**src/rtl/dmem_arbiter.sv**
```systemverilog
// Round-robin arbiter that shares one single-port data memory between two requesters.
// Each granted access takes three cycles: arbitrate, strobe the memory, acknowledge.
module dmem_arbiter #(
    parameter int AW = 8,
    parameter int DW = 16
) (
    input  logic          clk,
    input  logic          rst,
    input  logic          req0,
    input  logic          we0,
    input  logic [AW-1:0] addr0,
    input  logic [DW-1:0] wdata0,
    output logic          ack0,
    output logic [DW-1:0] rdata0,
    input  logic          req1,
    input  logic          we1,
    input  logic [AW-1:0] addr1,
    input  logic [DW-1:0] wdata1,
    output logic          ack1,
    output logic [DW-1:0] rdata1,
    output logic [AW-1:0] mem_addr,
    output logic          mem_rd,
    output logic          mem_wr,
    output logic [DW-1:0] mem_wdata,
    input  logic [DW-1:0] mem_rdata,
    output logic          busy
);

    localparam logic [1:0] IDLE   = 2'd0;
    localparam logic [1:0] ACCESS = 2'd1;
    localparam logic [1:0] RESP   = 2'd2;

    logic [1:0]    state;
    logic          last_grant;
    logic          sel;
    logic          we_l;

    logic          grant1;
    logic          g_we;
    logic [AW-1:0] g_addr;
    logic [DW-1:0] g_wdata;

    // A tie goes to whichever port was not served last.
    always_comb begin
        grant1  = req1 && (!req0 || !last_grant);
        g_we    = grant1 ? we1    : we0;
        g_addr  = grant1 ? addr1  : addr0;
        g_wdata = grant1 ? wdata1 : wdata0;
    end

    // The strobes come straight from flops so the level-sensitive write never glitches.
    always_ff @(posedge clk) begin
        if (rst) begin
            state      <= IDLE;
            last_grant <= 1'b1;
            sel        <= 1'b0;
            we_l       <= 1'b0;
            ack0       <= 1'b0;
            ack1       <= 1'b0;
            rdata0     <= '0;
            rdata1     <= '0;
            mem_addr   <= '0;
            mem_rd     <= 1'b0;
            mem_wr     <= 1'b0;
            mem_wdata  <= '0;
            busy       <= 1'b0;
        end else begin
            case (state)
                IDLE: begin
                    if (req0 || req1) begin
                        sel       <= grant1;
                        we_l      <= g_we;
                        mem_addr  <= g_addr;
                        mem_rd    <= !g_we;
                        mem_wr    <= g_we;
                        mem_wdata <= g_we ? g_wdata : '0;
                        busy      <= 1'b1;
                        state     <= ACCESS;
                    end
                end
                ACCESS: begin
                    mem_rd    <= 1'b0;
                    mem_wr    <= 1'b0;
                    mem_wdata <= '0;
                    if (!we_l) begin
                        if (sel) rdata1 <= mem_rdata;
                        else     rdata0 <= mem_rdata;
                    end
                    ack0      <= !sel;
                    ack1      <= sel;
                    state     <= RESP;
                end
                RESP: begin
                    ack0       <= 1'b0;
                    ack1       <= 1'b0;
                    last_grant <= sel;
                    busy       <= 1'b0;
                    state      <= IDLE;
                end
                default: begin
                    mem_rd    <= 1'b0;
                    mem_wr    <= 1'b0;
                    mem_wdata <= '0;
                    ack0      <= 1'b0;
                    ack1      <= 1'b0;
                    busy      <= 1'b0;
                    state     <= IDLE;
                end
            endcase
        end
    end

endmodule

```
**config.mk**
```make
export PLATFORM = sky130hd
export DESIGN_NAME = dmem_arbiter
export DESIGN_NICKNAME = d
export VERILOG_FILES = /design/src/rtl/dmem_arbiter.sv
export SDC_FILE = /design/constraint.sdc
export NUM_CORES = 1
export LEC_CHECK = 0
export BUFFER_PORTS_ARGS = -buffer_cell sky130_fd_sc_hd__buf_2
export CAP_MARGIN = 20
export CORE_ASPECT_RATIO = 0.7
export CORE_MARGIN = 1.5
export CORE_UTILIZATION = 41
export DETAILED_ROUTE_END_ITERATION = 8
export GPL_TIMING_DRIVEN = 0
export MAX_ROUTING_LAYER = met4
export PLACE_DENSITY = 0.8
export RECOVER_POWER = 25
export SYNTH_ARGS = -nofsm -noshare
export SYNTH_HDL_FRONTEND = slang
export SYNTH_SLANG_ARGS = --single-unit
```
**constraint.sdc**
```tcl
create_clock -name clk -period 1.3 [get_ports clk]
set_input_delay 0.065 -clock clk [delete_from_list [all_inputs] [get_ports clk]]
set_output_delay 0.065 -clock clk [all_outputs]
set_load 0.05 [all_outputs]
```
# After elaboration in Yosys (flattened, before gate mapping)
# Index checks and enable logic that the tools add are counted.
classes:
  muxes: 16
  eq_ne: 3
  n_reduce_logical: 13
  bitwise: 4
ops:
  columns: ["op", "count"]
  rows:
  - ["16-bit two-way mux", 3]
  - ["16-bit one-hot mux with 2 select lines", 1]
  - ["1-bit one-hot mux with 2 select lines", 5]
  - ["8-bit two-way mux", 1]
  - ["2-bit AND reduction", 3]
  - ["3-bit AND reduction", 2]
  - ["1-bit logical NOT", 4]
  - ["1-bit two-way mux", 4]
  - ["1-bit NOT", 4]
  - ["2-bit one-hot mux with 2 select lines", 1]
  - ["2-bit by 1-bit == test with 1-bit output, second input constant", 1]
  - ["2-bit == test, second input constant", 1]
  - ["2-bit logical NOT", 1]
  - ["1-bit logical OR", 2]
  - ["2-bit two-way mux", 1]
  - ["2-bit inequality test, second input constant", 1]
  - ["1-bit logical AND", 1]
totals:
  regBits: 66
  inputBits: 70
  wordCells: 49
  output_inout_bits: 61

# Depth between registers and ports, before layout
# Gate-level depths: netlist of the first run.
logic_depth:
  ltp_word: 7
  ltp_mapped: 6

# Worst setup path before layout of the first run
# No wires, ideal clock.
synth_path:
  path_type: "reg2reg"
  start: "register state[0]"
  end: "register rdata0[10]"
  path_slack_ns: -0.074
  period_less_slack_ns: 1.374
  t_arrival_ns: 1.242
  path_stages_with_launch: 7
  path_cell_list: "dfxtp_1 buf_6 or4b_1 buf_2 buf_6 nand2_1 a21oi_1"
synth_via:
  elab_chain_len: 2
synth_rtl:
  columns: ["item", "line_no", "rtl"]
  rows:
  - ["from (decl)", "33", "logic [1:0] state;"]
  - ["from (signal assigned)", "54", "state <= IDLE;"]
  - ["from (signal assigned)", "78", "state <= ACCESS;"]
  - ["from (signal assigned)", "91", "state <= RESP;"]
  - ["2-bit by 1-bit == test with 1-bit output", "68", "case (state)"]
  - ["3-bit AND reduction (no line)", null, null]
  - ["to (signal assigned)", "87", "else rdata0 <= mem_rdata;"]
  - ["to (decl)", "14", "output logic [DW-1:0] rdata0,"]
# No other way between the ends.
# A chain may end at the register's enable or synchronous reset.

# Worst setup path in the final report of the first run
layout_path:
  start: "register sel"
  end: "register rdata0[12]"
layout_via:
  elab_chain_len: 2
layout_rtl:
  columns: ["item", "line_no", "rtl"]
  rows:
  - ["from (decl)", "35", "logic sel;"]
  - ["from (signal assigned)", "71", "sel <= grant1;"]
  - ["1-bit NOT (no line)", null, null]
  - ["3-bit AND reduction (no line)", null, null]
# No other way between the ends.

==> results.sh, run 1 <==
export IMPL_critPathRequiredTime_ps=1500
export IMPL_wl_um=8440
export IMPL_synthesis_area_um2=2710
export IMPL_slowest_delay_ps=570
export IMPL_drt_first_pass_iters=4
export IMPL_cp_num_buf_inv=1
export IMPL_vias=2855
export IMPL_yosysWarnings=0
export IMPL_synth_area_top_cells="dfxtp_1 49%, nand2_1 11%, a21oi_1 7.9%, a22o_1 5.5%, o32ai_1 5.2%"
export IMPL_slew_limit_headroom_pct=57.9
export IMPL_cp_slowest_cell="or4b_4"
export IMPL_synthMostInstantiatedCell="nand2_1"
export IMPL_htreeDepth=3
export IMPL_die_w_um=100
export IMPL_nNetsFinal=547
export IMPL_worstHoldPathType="primary input to flop"
export IMPL_start_kind="flop"
export IMPL_holdPathEnd="mem_addr[0]"
export IMPL_maxCapViolations=0
export IMPL_gr_total_overflow=0
export IMPL_fmax_ghz=0.727
export IMPL_hold_path_depth=3
export IMPL_postSynthCellCount=311
export IMPL_synthDistinctLibCells=32
export IMPL_async_flop_share_pct=0
export IMPL_place_congestion=0.882
export IMPL_antenna_cells=0
export IMPL_ys_flop_type="dfxtp_1"
export IMPL_antenna_found_initial=0
export IMPL_die_area_um2=7120
export IMPL_cp_max_fo=5
export IMPL_dr_first_iter_drc_count=142
export IMPL_fp_dieH_um=71.0
export IMPL_vias_per_cell=5.10
export IMPL_violations="negative setup slack"
export IMPL_holdCritStartpoint="addr0[0]"
export IMPL_layout_cells_non_filler=560
export IMPL_path_cells="or4b_4, buf_6, nand2_2, a21oi_2"
export IMPL_setup_slack_ps=-75.7
export IMPL_clk_pin_slew_ps=70
export IMPL_reg2regPathDepth=4
export IMPL_portBuffers=129
export IMPL_insertion_delay_ps=340
export IMPL_drive_gt1_share_pct=45.4
export IMPL_cts_tree="yes"
export IMPL_fin_util_pct=67.0
export IMPL_grt_pass1_vias=2748
export IMPL_cts_num_sinks=66
export IMPL_syn_to_final_growth_pct=55.9
export IMPL_drcViolationCount=0
export IMPL_critPathTopFamily="simple AND/OR/NAND/NOR gates"
export IMPL_syn_nets=381
export IMPL_rows=24
export IMPL_yosysSeqAreaShare_pct=48.7
export IMPL_crit_arrival_ps=1570
export IMPL_clockBufferDepth=2
export IMPL_dp_hpwl_um=5610
export IMPL_hold_ws_ps=74.4
export IMPL_power_density_nw_per_um2=1330
export IMPL_maxSlewViolCount=0
export IMPL_grt_pass1_wl_um=12800
export IMPL_end_kind="flop"
export IMPL_ys_ff_latch=66
export IMPL_outcome="finished with violations"
export IMPL_clock_root_buffer="clkbuf_8"
export IMPL_antenna_left=0
export IMPL_regToRegSetupSlack_ps=-80
export IMPL_start_util_pct=43.0
export IMPL_crit_type="flop to flop"
export IMPL_r2r_start="sel"
export IMPL_vdd_drop_max_uv=662
export IMPL_synth_top_area_cell="dfxtp_1"
export IMPL_synth_enable_flop_cells=0
export IMPL_routedWlPerCell_um=15.1
export IMPL_tightest_slew_ps=631
export IMPL_hold_violations=0
export IMPL_core_um2=6310
export IMPL_io_pin_count=131
export IMPL_fin_crit_sh_pct=106
export IMPL_cts_buffers=9
export IMPL_rsz0062_at_grt="true"
export IMPL_dpl_cell_count=518
export IMPL_fillCellCount=517
export IMPL_crit_reg2reg_capture="rdata0[12]"
export IMPL_finalSetupViolCount=17
export IMPL_syn_area_per_cell_um2=8.72
export IMPL_finalClockSkew_ps=6.85
export IMPL_setup_tns_ps=-819
export IMPL_synth_commonest_cells="82 x nand2_1, 66 x dfxtp_1, 43 x a21oi_1"
export IMPL_fin_total_pwr_w=0.00563
export IMPL_grt_max_degree=13
export IMPL_cellLeakagePower_nw=1.93
export IMPL_post_route_min_period_ps=1380
export IMPL_synth_top_area_share_pct=48.7
export IMPL_gr_usage_all_layers_pct=24.0
[worst max path at each step]
stage / from / to / slack, ps / depth (start not counted)
after global routing: sel / rdata0[12] / -90 / 4
final: sel / rdata0[12] / -80 / 4
after detailed placement: state[1] / rdata1[10] / -200 / 6
after CTS: state[0] / rdata0[7] / -40 / 5
after global placement: state[1] / rdata1[10] / -150 / 6
after floorplan: state[0] / rdata0[10] / -70 / 6
[metal layers]
layer  GRT usage (%)  up-vias  routed length (um)
li1                -     1412                   -
met1            28.7     1343                3850
met2            39.1       92                4070
met3            7.21        8                 406
met4            7.82        0                 111
met5               -        -                   0
[through the flow]
step	cell area (um^2)	setup WS (ps)
after floorplan	2720	-71.1
after global placement	3470	-150
after detailed placement	3470	-200
after CTS	4050	-42.0
after global routing	4230	-91.8
final	4230	-75.7
[worst reg2reg max path: stages (launching register included)]
cell	delay [ps]
dfxtp_4	360
or4b_4	570
buf_6	160
nand2_2	80
a21oi_2	60
[sequential cells by signal, indices dropped and copies added, names as in the netlist]
signal and cells:
ack0 1, ack1 1, busy 1, last_grant 1
mem_addr 8, mem_rd 1, mem_wdata 16, mem_wr 1
rdata0 16, rdata1 16, sel 1, state 2
we_l 1
[repair_timing]
item                                    CTS  global route
setup buffers                             8             6
pin swaps                                11             9
hold buffers                             16             0
cloned                                    1             1
resized for setup                        32            42
hold endpoints to repair                 32             0
endpoints found under the setup margin   51            48
[kinds of logic after synthesis]
| group | count (synthesis) | synth area share, % |
|---|---|---|
| buffers and inverters | 47 | 8.31 |
| AO/OA/AOI/OAI | 91 | 23.0 |
| flip-flops | 66 | 48.7 |
| AND/OR/NAND/NOR | 96 | 15.9 |
| multiplexers | 11 | 4.06 |
[layout make-up]
cell class | count | area (um^2) | share of cell area, %
multi-input cells | 198 | 1330 | 31.5
repair buffers | 161 | 958 | 22.7
inverters | 20 | 77.6 | 1.84
plain buffers | 21 | 175 | 4.14
clock buffers | 10 | 138 | 3.26
well taps | 78 | 97.6 | 2.31
flip-flops and latches | 66 | 1340 | 31.6
clock inverters | 6 | 114 | 2.69
[power breakdown]
group          switching, W  total (W)  internal, W  leakage, nW
combinational      0.000796    0.00127     0.000473         1.28
clock              0.000814    0.00214      0.00133        0.119
sequential        0.0000787    0.00222      0.00214        0.540
total               0.00169    0.00563      0.00394         1.93
[cell usage in the layout (no fill, tap or decap), drive strengths merged]
cell type and count:
clkinv 1, nand4bb 1, nor2b 1, clkbuf 44
a21oi 43, a22o 17, or4b 1, nand2 82
nand3 1, bufinv 3, and2 2, a211oi 9
a21o 1, and3 1, a21boi 1, and4bb 1
clkinvlp 2, nor2 1, o21ai 1, o21ba 1
buf 132, dfxtp 66, o2bb2ai 1, nor3 4
nor4b 1, dlygate4sd3 16, o21a 1, mux2i 11
inv 20, o32ai 16
(Power assumes the default switching activity.)
==> inputs of run 2 (changes only) <==
--- a/config.mk
+++ b/config.mk
@@ -14,7 +14,7 @@
 export GPL_TIMING_DRIVEN = 0
 export MAX_ROUTING_LAYER = met4
 export PLACE_DENSITY = 0.8
-export RECOVER_POWER = 25
+export RECOVER_POWER = 100
 export SYNTH_ARGS = -nofsm -noshare
 export SYNTH_HDL_FRONTEND = slang
 export SYNTH_SLANG_ARGS = --single-unit
==> run 2 against run 1 <==
The flow still finishes with violations (negative setup slack). Core utilization unchanged. Flip-flop and latch count unchanged. Global-route usage unchanged. Combinational power about the same. Via count about the same. Final cell count unchanged. Total power about the same. Critical endpoint unchanged. Largest cell class unchanged. Highest routed layer unchanged.
==> results.sh, run 2 (same netlist as run 1, synthesis figures left out) <==
export IMPL_outcome="finished with violations"
export IMPL_violations="negative setup slack"
export IMPL_worstHoldPathType="primary input to flop"
export IMPL_hold_path_depth=3
export IMPL_grt_pass1_wl_um=12800
export IMPL_die_area_um2=7120
export IMPL_hold_violations=0
export IMPL_cts_num_sinks=66
export IMPL_start_util_pct=43.0
export IMPL_insertion_delay_ps=340
export IMPL_layout_common_cells="68 x nand2_1, 68 x buf_2, 62 x clkbuf_2"
export IMPL_htreeDepth=3
export IMPL_critPathRequiredTime_ps=1500
export IMPL_vdd_drop_max_uv=662
export IMPL_finalSetupViolCount=17
export IMPL_grt_pass1_vias=2748
export IMPL_rsz0062_at_grt="true"
export IMPL_cts_buffers=9
export IMPL_die_w_um=100
export IMPL_layout_cells_non_filler=560
export IMPL_place_congestion=0.882
export IMPL_reg2regPathDepth=4
export IMPL_fin_util_pct=67.0
export IMPL_cp_max_fo=5
export IMPL_routedWlPerCell_um=15.0
export IMPL_dp_hpwl_um=5610
export IMPL_post_route_min_period_ps=1380
export IMPL_path_cells="or4b_4, buf_6, nand2_2, a21oi_2"
export IMPL_fin_crit_sh_pct=106
export IMPL_core_um2=6310
export IMPL_dr_first_iter_drc_count=152
export IMPL_dpl_cell_count=518
export IMPL_fmax_ghz=0.725
export IMPL_cellLeakagePower_nw=1.91
export IMPL_antenna_found_initial=0
export IMPL_start_kind="flop"
export IMPL_clk_pin_slew_ps=70
export IMPL_drcViolationCount=0
export IMPL_antenna_left=0
export IMPL_maxCapViolations=0
export IMPL_vias=2854
export IMPL_dpl_cell_area_um2=3470
export IMPL_crit_arrival_ps=1580
export IMPL_top_regs="mem_wdata x16, rdata0 x16, rdata1 x16"
export IMPL_clock_root_buffer="clkbuf_8"
export IMPL_grt_max_degree=13
export IMPL_cp_slowest_cell="or4b_4"
export IMPL_slowest_delay_ps=570
export IMPL_slew_limit_headroom_pct=58.5
export IMPL_fin_area_um2=4230
export IMPL_power_density_nw_per_um2=1330
export IMPL_clockBufferDepth=2
export IMPL_setup_tns_ps=-848
export IMPL_rows=24
export IMPL_portBuffers=129
export IMPL_vias_per_cell=5.10
export IMPL_finalClockSkew_ps=7.36
export IMPL_io_pin_count=131
export IMPL_fp_dieH_um=71.0
export IMPL_gr_usage_all_layers_pct=24.0
export IMPL_maxSlewViolCount=0
export IMPL_setup_slack_ps=-79.3
export IMPL_wl_um=8420
export IMPL_syn_to_final_growth_pct=55.9
export IMPL_antenna_cells=0
export IMPL_end_kind="flop"
export IMPL_crit_type="flop to flop"
export IMPL_gr_total_overflow=0
export IMPL_tightest_slew_ps=622
export IMPL_drive_gt1_share_pct=45.4
export IMPL_cts_tree="yes"
export IMPL_drt_first_pass_iters=4
export IMPL_nNetsFinal=547
## run 2: cell types whose count changed in the layout (fill, tap and decap cells not counted)
cell	before	now
buf_2	103	68
clkbuf_2	27	62
## run 2: metal layers
metal / share of wire, % / global-route usage, % / up-vias
met4: 1.3 / 7.82 / 0
met5: 0 / - / -
li1: - / - / 1411
met2: 48 / 39.1 / 105
met1: 46 / 28.7 / 1328
met3: 4.8 / 7.21 / 10
## run 2: through the flow
stage	power (W)	worst slack, ps	hold WS [ps]
2_1_floorplan	0.00298	-71.1	201
3_3_place_gp	0.00327	-150	321
3_5_place_dp	0.00329	-200	327
4_1_cts	0.00555	-42.0	50.3
5_1_grt	0.00584	-91.8	68.0
6_report	0.00563	-79.3	77.6
## run 2: cell type report
cell class / count / area (um^2)
timing repair buffer: 161 / 958
clock inverter: 6 / 114
inverter: 20 / 77.6
sequential: 66 / 1340
multi-input combinational: 198 / 1330
tap: 78 / 97.6
fill: 517 / 2080
clock buffer: 10 / 138
buffer: 21 / 175
## run 2: where the power goes
part	leakage, nW	total (W)	internal (W)	switching, W
sequential	0.540	0.00222	0.00214	0.0000811
clock	0.119	0.00215	0.00133	0.000818
combinational	1.25	0.00126	0.000470	0.000794
## run 2: path summary, 6_finish.rpt
check	from	end	slack (ps)
setup / recovery	sel	rdata0[12]	-80
hold / removal	addr0[0]	mem_addr[0]	80
setup reg to reg	sel	rdata0[12]	-80
hold reg to reg	rdata0[6]	rdata0[6]	460
## run 2: worst max-delay path: cells and delay by family (launching register included)
kind | cells | cell delay [ps]
buf+inv | 1 | 160
compound gates | 1 | 60
flops | 1 | 370
simple gates | 2 | 650
## run 2: repair_timing
action / 4_1_cts / 5_1_grt
hold endpoints to repair: 32 / 0
endpoints found under the setup margin: 51 / 48
gates cloned: 1 / 1
gates resized for setup: 32 / 42
setup buffers: 8 / 6
hold buffers: 16 / 0
pin swaps: 11 / 9
